[src/rtl/adder_seq_ctrl.sv]
// Multi-word adder sequencer: adds NWORD words of BW_DATA bits on one narrow adder,
// LSW first, with the carry chained through a register between words.
module adder_seq_ctrl #(
  parameter int unsigned BW_DATA = 4,
  parameter int unsigned NWORD   = 4
) (
  input  logic                       i_clk,
  input  logic                       i_rstn,
  input  logic                       i_valid,
  output logic                       o_ready,
  input  logic [BW_DATA*NWORD-1:0]   i_a,
  input  logic [BW_DATA*NWORD-1:0]   i_b,
  input  logic                       i_c,
  output logic                       o_valid,
  input  logic                       i_ready,
  output logic [BW_DATA*NWORD-1:0]   o_s,
  output logic                       o_c,
  output logic                       o_busy
);

  localparam int unsigned W  = BW_DATA * NWORD;
  localparam int unsigned CW = (NWORD > 1) ? $clog2(NWORD) : 1;
  localparam logic [CW-1:0] LAST = CW'(NWORD - 1);

  typedef enum logic [1:0] {
    IDLE = 2'd0,
    CALC = 2'd1,
    DONE = 2'd2
  } state_t;

  state_t              state;
  logic [CW-1:0]       cnt;
  logic                carry;
  logic [W-1:0]        a_q;
  logic [W-1:0]        b_q;
  logic [W-1:0]        s_q;
  logic                c_q;
  logic                ready_q;
  logic                valid_q;
  logic                busy_q;

  logic [BW_DATA-1:0]  a_word_c;
  logic [BW_DATA-1:0]  b_word_c;
  logic [BW_DATA-1:0]  sum_c;
  logic                cy_c;

  // One-word slice of the adder, selected by the word counter
  always_comb begin
    a_word_c      = BW_DATA'(a_q >> (cnt * BW_DATA));
    b_word_c      = BW_DATA'(b_q >> (cnt * BW_DATA));
    {cy_c, sum_c} = {1'b0, a_word_c} + {1'b0, b_word_c} + (BW_DATA+1)'(carry);
  end

  // Sequencer: handshake flags are registered alongside the state
  always_ff @(posedge i_clk) begin
    if (!i_rstn) begin
      state   <= IDLE;
      cnt     <= '0;
      carry   <= 1'b0;
      a_q     <= '0;
      b_q     <= '0;
      s_q     <= '0;
      c_q     <= 1'b0;
      ready_q <= 1'b1;
      valid_q <= 1'b0;
      busy_q  <= 1'b0;
    end else begin
      case (state)
        IDLE: begin
          if (i_valid) begin
            a_q     <= i_a;
            b_q     <= i_b;
            carry   <= i_c;
            cnt     <= '0;
            s_q     <= '0;
            c_q     <= 1'b0;
            state   <= CALC;
            ready_q <= 1'b0;
            busy_q  <= 1'b1;
          end
        end
        CALC: begin
          s_q[cnt*BW_DATA +: BW_DATA] <= sum_c;
          carry <= cy_c;
          if (cnt == LAST) begin
            c_q     <= cy_c;
            cnt     <= '0;
            state   <= DONE;
            valid_q <= 1'b1;
          end else begin
            cnt <= cnt + CW'(1);
          end
        end
        DONE: begin
          // Result is held until the consumer takes it
          if (i_ready) begin
            state   <= IDLE;
            valid_q <= 1'b0;
            busy_q  <= 1'b0;
            ready_q <= 1'b1;
          end
        end
        default: begin
          state   <= IDLE;
          cnt     <= '0;
          valid_q <= 1'b0;
          busy_q  <= 1'b0;
          ready_q <= 1'b1;
        end
      endcase
    end
  end

  assign o_ready = ready_q;
  assign o_valid = valid_q;
  assign o_busy  = busy_q;
  assign o_s     = s_q;
  assign o_c     = c_q;

endmodule

[config.mk]
export PLATFORM = sky130hd
export DESIGN_NAME = adder_seq_ctrl
export DESIGN_NICKNAME = d
export VERILOG_FILES = /design/src/rtl/adder_seq_ctrl.sv
export SDC_FILE = /design/constraint.sdc
export NUM_CORES = 1
export LEC_CHECK = 0
export CORE_ASPECT_RATIO = 0.6
export CORE_MARGIN = 2
export CORE_UTILIZATION = 35
export CTS_CLUSTER_DIAMETER = 30
export CTS_CLUSTER_SIZE = 10
export DETAILED_ROUTE_END_ITERATION = 12
export PLACE_DENSITY_LB_ADDON = 0.08
export SLEW_MARGIN = 10
export SYNTH_ARGS = -nofsm -noshare
export SYNTH_HDL_FRONTEND = slang
export SYNTH_SLANG_ARGS = --single-unit
[constraint.sdc]
create_clock -name i_clk -period 3.4 [get_ports i_clk]
set_clock_uncertainty 0.05 [all_clocks]
set_input_delay 0.68 -clock i_clk [delete_from_list [all_inputs] [get_ports i_clk]]
set_output_delay 0.68 -clock i_clk [all_outputs]
set_load 0.02 [all_outputs]
==> results of run 1 <==
-- stage by stage --
stage / total power, mW / hold WS, ns / instances
after floorplan: 0.8670 / 0.3831 / 279
after global placement: 0.9497 / 0.3911 / 408
after detailed placement: 0.9508 / 0.3966 / 408
after CTS: 1.867 / 0.4031 / 424
after global routing: 1.934 / 0.4245 / 424
final: 1.852 / 0.4036 / 424
-- state kept, by name, indices dropped and copies added, names as in the netlist --
register,flops
cnt,2
o_ready,1
a_q,16
o_busy,1
o_c,1
o_valid,1
b_q,16
carry,1
o_s,16
state,2
-- where the power goes --
| group | switching (mW) | internal (mW) | total (mW) | leakage [nW] |
|---|---|---|---|---|
| logic | 0.111 | 0.103 | 0.214 | 0.676 |
| registers | 0.0227 | 0.700 | 0.723 | 0.466 |
| clock network | 0.289 | 0.625 | 0.914 | 0.153 |
-- final cells by class --
type | count | area, sq um | share of cell area [%]
well taps | 87 | 108.9 | 3.219
clock inverters | 2 | 35.03 | 1.036
multi-input cells | 198 | 1210 | 35.78
repair buffers | 60 | 590.6 | 17.46
inverters | 6 | 22.52 | 0.6659
flip-flops and latches | 57 | 1141 | 33.74
clock buffers | 14 | 274.0 | 8.102
-- layer usage --
metal	up-vias	routed length, um	GRT usage [%]
met1	954	3509	27.03
met2	62	2258	21.42
met3	2	416	6.031
li1	1076	-	-
met4	0	12	4.878
met5	-	0	0
-- logic make-up (layout without fill, tap and decap cells) --
kind of cell,Yosys count,after routing,share of synthesized area [%]
AND/OR/NAND/NOR,111,111,19.11
AO/OA/AOI/OAI,69,69,16.89
flip-flops,57,57,45.99
buffers and inverters,24,82,5.244
adder cells (fa/ha/maj),9,9,5.144
multiplexers,8,8,7.262
XOR/XNOR,1,1,0.3531
-- cells in the mapped netlist, types with 2 or more instances --
library cell / n / area, sq um
and4_1: 2 / 17.52
buf_2: 5 / 25.02
ha_1: 7 / 87.58
nand2b_1: 2 / 12.51
fa_1: 2 / 40.04
inv_1: 3 / 11.26
nand2_1: 70 / 262.8
dfxtp_1: 57 / 1141
nor2b_1: 4 / 25.02
clkbuf_1: 6 / 22.52
a22oi_1: 13 / 97.59
buf_4: 3 / 22.52
inv_2: 3 / 11.26
a21o_1: 5 / 37.54
nor2_1: 25 / 93.84
a32oi_1: 5 / 43.79
nand3_1: 2 / 10.01
a21oi_1: 40 / 200.2
buf_6: 3 / 33.78
mux4_2: 8 / 180.2
-- path summary, 6_finish.rpt --
path / end / slack (ns) / cells past startpoint
setup reg to reg: carry$_SDFFE_PN0P_ / 0.68 / 7
setup / recovery: carry$_SDFFE_PN0P_ / 0.68 / 7
hold reg to reg: b_q[10]$_SDFFE_PN0P_ / 0.40 / 2
hold / removal: b_q[10]$_SDFFE_PN0P_ / 0.40 / 2
-- worst max-delay path, stage by stage, from the launching register on --
cell	delay, ns
dfxtp_1	0.52
mux4_2	0.57
fa_1	0.45
fa_1	0.41
a21oi_1	0.17
nor2b_1	0.06
o21ai_0	0.23
a31oi_1	0.12
==> metrics.md, run 1 <==
| Metric | Value |
|---|---|
| Status | `completed` |
| GRT overflow | `0` |
| R2r startpoint | `cnt[0]$_SDFFE_PN0P_` |
| Syn nets | `325` |
| Most frequent cells in the layout | `nand2_1, dfxtp_1, clkdlybuf4s50_1, a21oi_1, nor2_1` |
| Gp weighted congestion | `approximately 0.79` |
| Most common cell after layout, fill and taps aside | `nand2_1` |
| Die Width | `112.7 um` |
| CTS resizes | `0` |
| Netlist cell types | `34` |
| Slew headroom | `54.68%` |
| Setup Fix Bufs, Post-CTS | `0` |
| Vias per cell | `4.939` |
| CP Max Fanout | `6` |
| EDFF count, synth | `0` |
| WL per Instance | `14.62 um` |
| Inserted Diodes | `0` |
| Reg clk slew, reported paths | `0.05 ns` |
| Fmax | `368.0 MHz` |
| Final setup violation count | `0` |
| Area of the die | `0.007801 sq mm` |
| Largest net degree at the start of global routing | `34` |
| Clock Latency Late Sink | `between 0.3 and 0.4 ns` |
| Total number of vias | `approximately 2100` |
| Setup WS pre-CTS | `0.6954 ns` |
| Fillers | `652` |
| Vias in the first global route | `2078` |
| Site row count | `23` |
| Slack of the critical path | `between 0.6 and 0.7 ns` |
| Sequential share of the synthesized area | `45.99%` |
| Final Util | `50.01%` |
| Die Span Y | `69.22 um` |
| DRT Pass-1 Iters | `4` |
| I/O pin total | `57` |
| CTS sink count | `57` |
| DRC | `0` |
| Final Hold Viols | `0` |
| Hold buffers post-CTS | `0` |
| Critical Path RT | `3.53 ns` |
| Global-route wire length before repair | `10.45 mm` |
| CP Class | `register to register` |
| Top_reg_cell synth | `dfxtp_1` |
| Final instance area | `0.003382 sq mm` |
| Hold Path Class | `register to register` |
| Number of synthesized register bits | `57` |
| DP Area | `between 0.003 and 0.004 sq mm` |
| Fin Setup TNS | `0 ns` |
| CTS buffer count | `9` |
| Asr flop ratio synth | `0%` |
| Synth Area per Inst | `8.893 sq um` |
| Initial Util | `36.69%` |
| Max Cap Violations | `0` |
| Initial antenna violation count | `0` |
| ANT nets after route | `0` |
| H-tree depth | `3` |
| Port Buffers | `56` |
| Post-DP HPWL | `4.345 mm` |
| CP endpoint kind | `register` |
| Pleak | `1.295 nW` |
| Core area | `just under 0.007 sq mm` |
| Period utilization | `roughly four fifths` |
| # nets final | `around 380` |
| PwrDens | `approximately 550 mW/mm^2` |
| Worst setup SP type | `register` |
| CTS tree | `yes` |
| Mapped Area | `0.002481 sq mm` |
| Critical Path AT | `~2.9 ns` |
| RSZ-0062 raised after global routing | `false` |
| Area Overhead vs Synth | `36.31%` |
| Cell count after synthesis | `between 200 and 300` |
| Gr usage total | `17.15%` |
| Critical hold path startpoint | `b_q[10]$_SDFFE_PN0P_` |
| Tightest Pin Transition | `0.6782 ns` |
| Final Slew Violations | `0` |
| Maximum VDD drop | `0.2344 mV` |
| Layout cells sized above 1 | `9.199%` |
| Clk buf depth | `2` |
| Final WL | `6.197 mm` |
| Root buffer cell | `clkbuf_16` |
| Setup crit start | `cnt[0]$_SDFFE_PN0P_` |
| Warnings, synthesis | `0` |
| Initial drt markers | `~160` |
| Tmin final | `2.718 ns` |
Note: power is estimated with default switching activity, not from simulation.
==> run 2: changes to the inputs <==
Clock period 3.4 ns to 2.6 ns, I/O delays scaled along.
==> metrics.md, run 2 (synthesis results as in run 1) <==
| Metric | Value |
|---|---|
| CTS resizes | `0` |
| Most common cell after layout, fill and taps aside | `nand2_1` |
| Vias per cell | `4.986` |
| Slew headroom | `58.21%` |
| Total number of vias | `between 2000 and 2500` |
| RSZ-0062 raised after global routing | `false` |
| Final setup violation count | `0` |
| Gp weighted congestion | `around 0.75` |
| CP max-delay cell | `mux4_2` |
| Core area | `0.006763 sq mm` |
| Fin Setup TNS | `0 ns` |
| Slack of the critical path | `0.1687 ns` |
| CTS sink count | `57` |
| Comb power frac | `12.1%` |
| GRT overflow | `0` |
| Status | `completed` |
| Clock power share | `a little under 50%` |
| Hold Path Class | `register to register` |
| CTS tree | `yes` |
| Root buffer cell | `clkbuf_16` |
| Reg power frac | `38.9%` |
| Pleak | `1.310 nW` |
| Inserted Diodes | `0` |
| CP endpoint kind | `register` |
| ANT nets after route | `0` |
| Tmin final | `2.431 ns` |
| Maximum VDD drop | `approximately 0.3 mV` |
| Final Hold Viols | `0` |
| Critical Path RT | `2.75 ns` |
| Cells along the critical path | `mux4_2 > fa_1 > fa_2 > xor2_1 > buf_4 > a22oi_1 > nor2_1` |
| Placed insts | `411` |
| Post-DP HPWL | `4.389 mm` |
| Initial Util | `around 37%` |
| WL per Instance | `14.34 um` |
| Worst Hold Slack | `roughly 0.4 ns` |
| Port Buffers | `56` |
| R2r startpoint | `cnt[0]$_SDFFE_PN0P_` |
| Die Width | `between 100 and 150 um` |
| DRC | `0` |
| Area of the die | `0.007801 sq mm` |
| CP Class | `register to register` |
| Non-Filler Instances | `427` |
| I/O pin total | `57` |
| Tightest Pin Transition | `0.6260 ns` |
| H-tree depth | `3` |
| Layout cells sized above 1 | `11.18%` |
| Switching power | `573.8 uW` |
| Fillers | `651` |
| Setup WS pre-CTS | `about 0.016 ns` |
| Setup crit start | `cnt[0]$_SDFFE_PN0P_` |
| PwrDens | `around 710 mW/mm^2` |
| Reg clk slew, reported paths | `about 0.050 ns` |
| Clk buf depth | `2` |
| Area Overhead vs Synth | `37.97%` |
| Worst setup SP type | `register` |
| Sw Ratio | `23.65%` |
| Final WL | `approximately 6.1 mm` |
| Critical hold path startpoint | `b_q[14]$_SDFFE_PN0P_` |
| Gr usage total | `16.86%` |
| Vias in the first global route | `2045` |
| Critical Path AT | `2.58 ns` |
| Setup Fix Bufs, Post-CTS | `0` |
| Clock Latency Late Sink | `0.33 ns` |
| Top Family by Delay on Critical Path | `adder cells` |
| Initial drt markers | `69` |
| Period utilization | `93.51%` |
| DRT Pass-1 Iters | `4` |
| Max Cap Violations | `0` |
| Site row count | `23` |
| Cell-internal power | `about 1.9 mW` |
| CP Max Fanout | `4` |
| Final Slew Violations | `0` |
| CP Buf/Inv Count | `1` |
| Global-route wire length before repair | `10.18 mm` |
| # nets final | `381` |
| Fmax | `411.3 MHz` |
| Overall Power | `2.427 mW` |
| Largest net degree at the start of global routing | `36` |
| Die Span Y | `69.22 um` |
| CTS buffer count | `9` |
| Most frequent cells in the layout | `nand2_1, dfxtp_1, clkdlybuf4s50_1, a21oi_1, nor2_1` |
| Largest stage delay, worst path | `0.53 ns` |
| Initial antenna violation count | `0` |
| Hold buffers post-CTS | `0` |
[run 2: routing by layer]
metal / GRT usage, % / routed length [um] / share of wire (%)
met2: 21.09 / 2242 / 37
met4: 4.065 / 67 / 1.1
met1: 26.03 / 3415 / 56
met3: 7.168 / 398 / 6.5
met5: 0 / 0 / 0
[run 2: cell type report]
class                   instances  area (sq um)  area share, %
repair buffers                 63         625.6          18.27
well taps                      87         108.9          3.180
inverters                       6         22.52         0.6579
flip-flops and latches         57          1142          33.37
multi-input cells             198          1216          35.53
clock inverters                 4         51.30          1.499
clock buffers                  12         256.5          7.493
[run 2: path summary, 6_finish.rpt]
check / endpoint / slack (ns) / cells after the start
setup / recovery: o_s[14]$_SDFFE_PN0P_ / 0.17 / 7
hold / removal: b_q[14]$_SDFFE_PN0P_ / 0.40 / 2
setup reg to reg: o_s[14]$_SDFFE_PN0P_ / 0.17 / 7
hold reg to reg: b_q[14]$_SDFFE_PN0P_ / 0.40 / 2
[run 2: through the flow]
step / utilization (%) / cell area (sq um)
floorplan: - / 2485
global placement: 45.96 / 3108
detailed placement: 45.96 / 3108
CTS: 50.51 / 3416
global route: 50.62 / 3423
finish: 50.62 / 3423
[run 2: power groups by stage]
| stage | logic [mW] | registers, mW | clock network (mW) |
|---|---|---|---|
| floorplan | 0.178 | 0.956 | 0 |
| global placement | 0.294 | 0.961 | 0 |
| detailed placement | 0.294 | 0.961 | 0 |
| CTS | 0.294 | 0.943 | 1.20 |
| global route | 0.326 | 0.948 | 1.25 |
| finish | 0.294 | 0.944 | 1.19 |
[run 2: worst register-to-register path: cells and delay by family (launching register included)]
kind / cells / cell delay [ns]
XOR/XNOR: 1 / 0.16
multiplexers: 1 / 0.53
flip-flops: 1 / 0.37
buffers and inverters: 1 / 0.15
AO/OA/AOI/OAI: 1 / 0.17
adder cells (fa/ha/maj): 2 / 0.83
AND/OR/NAND/NOR: 1 / 0.05
==> run 3: changes to the inputs <==
Settings changed: TNS_END_PERCENT set to 50.
==> results of run 3 <==
Same layout as run 2: the final DEF is identical, and so are final timing and power.
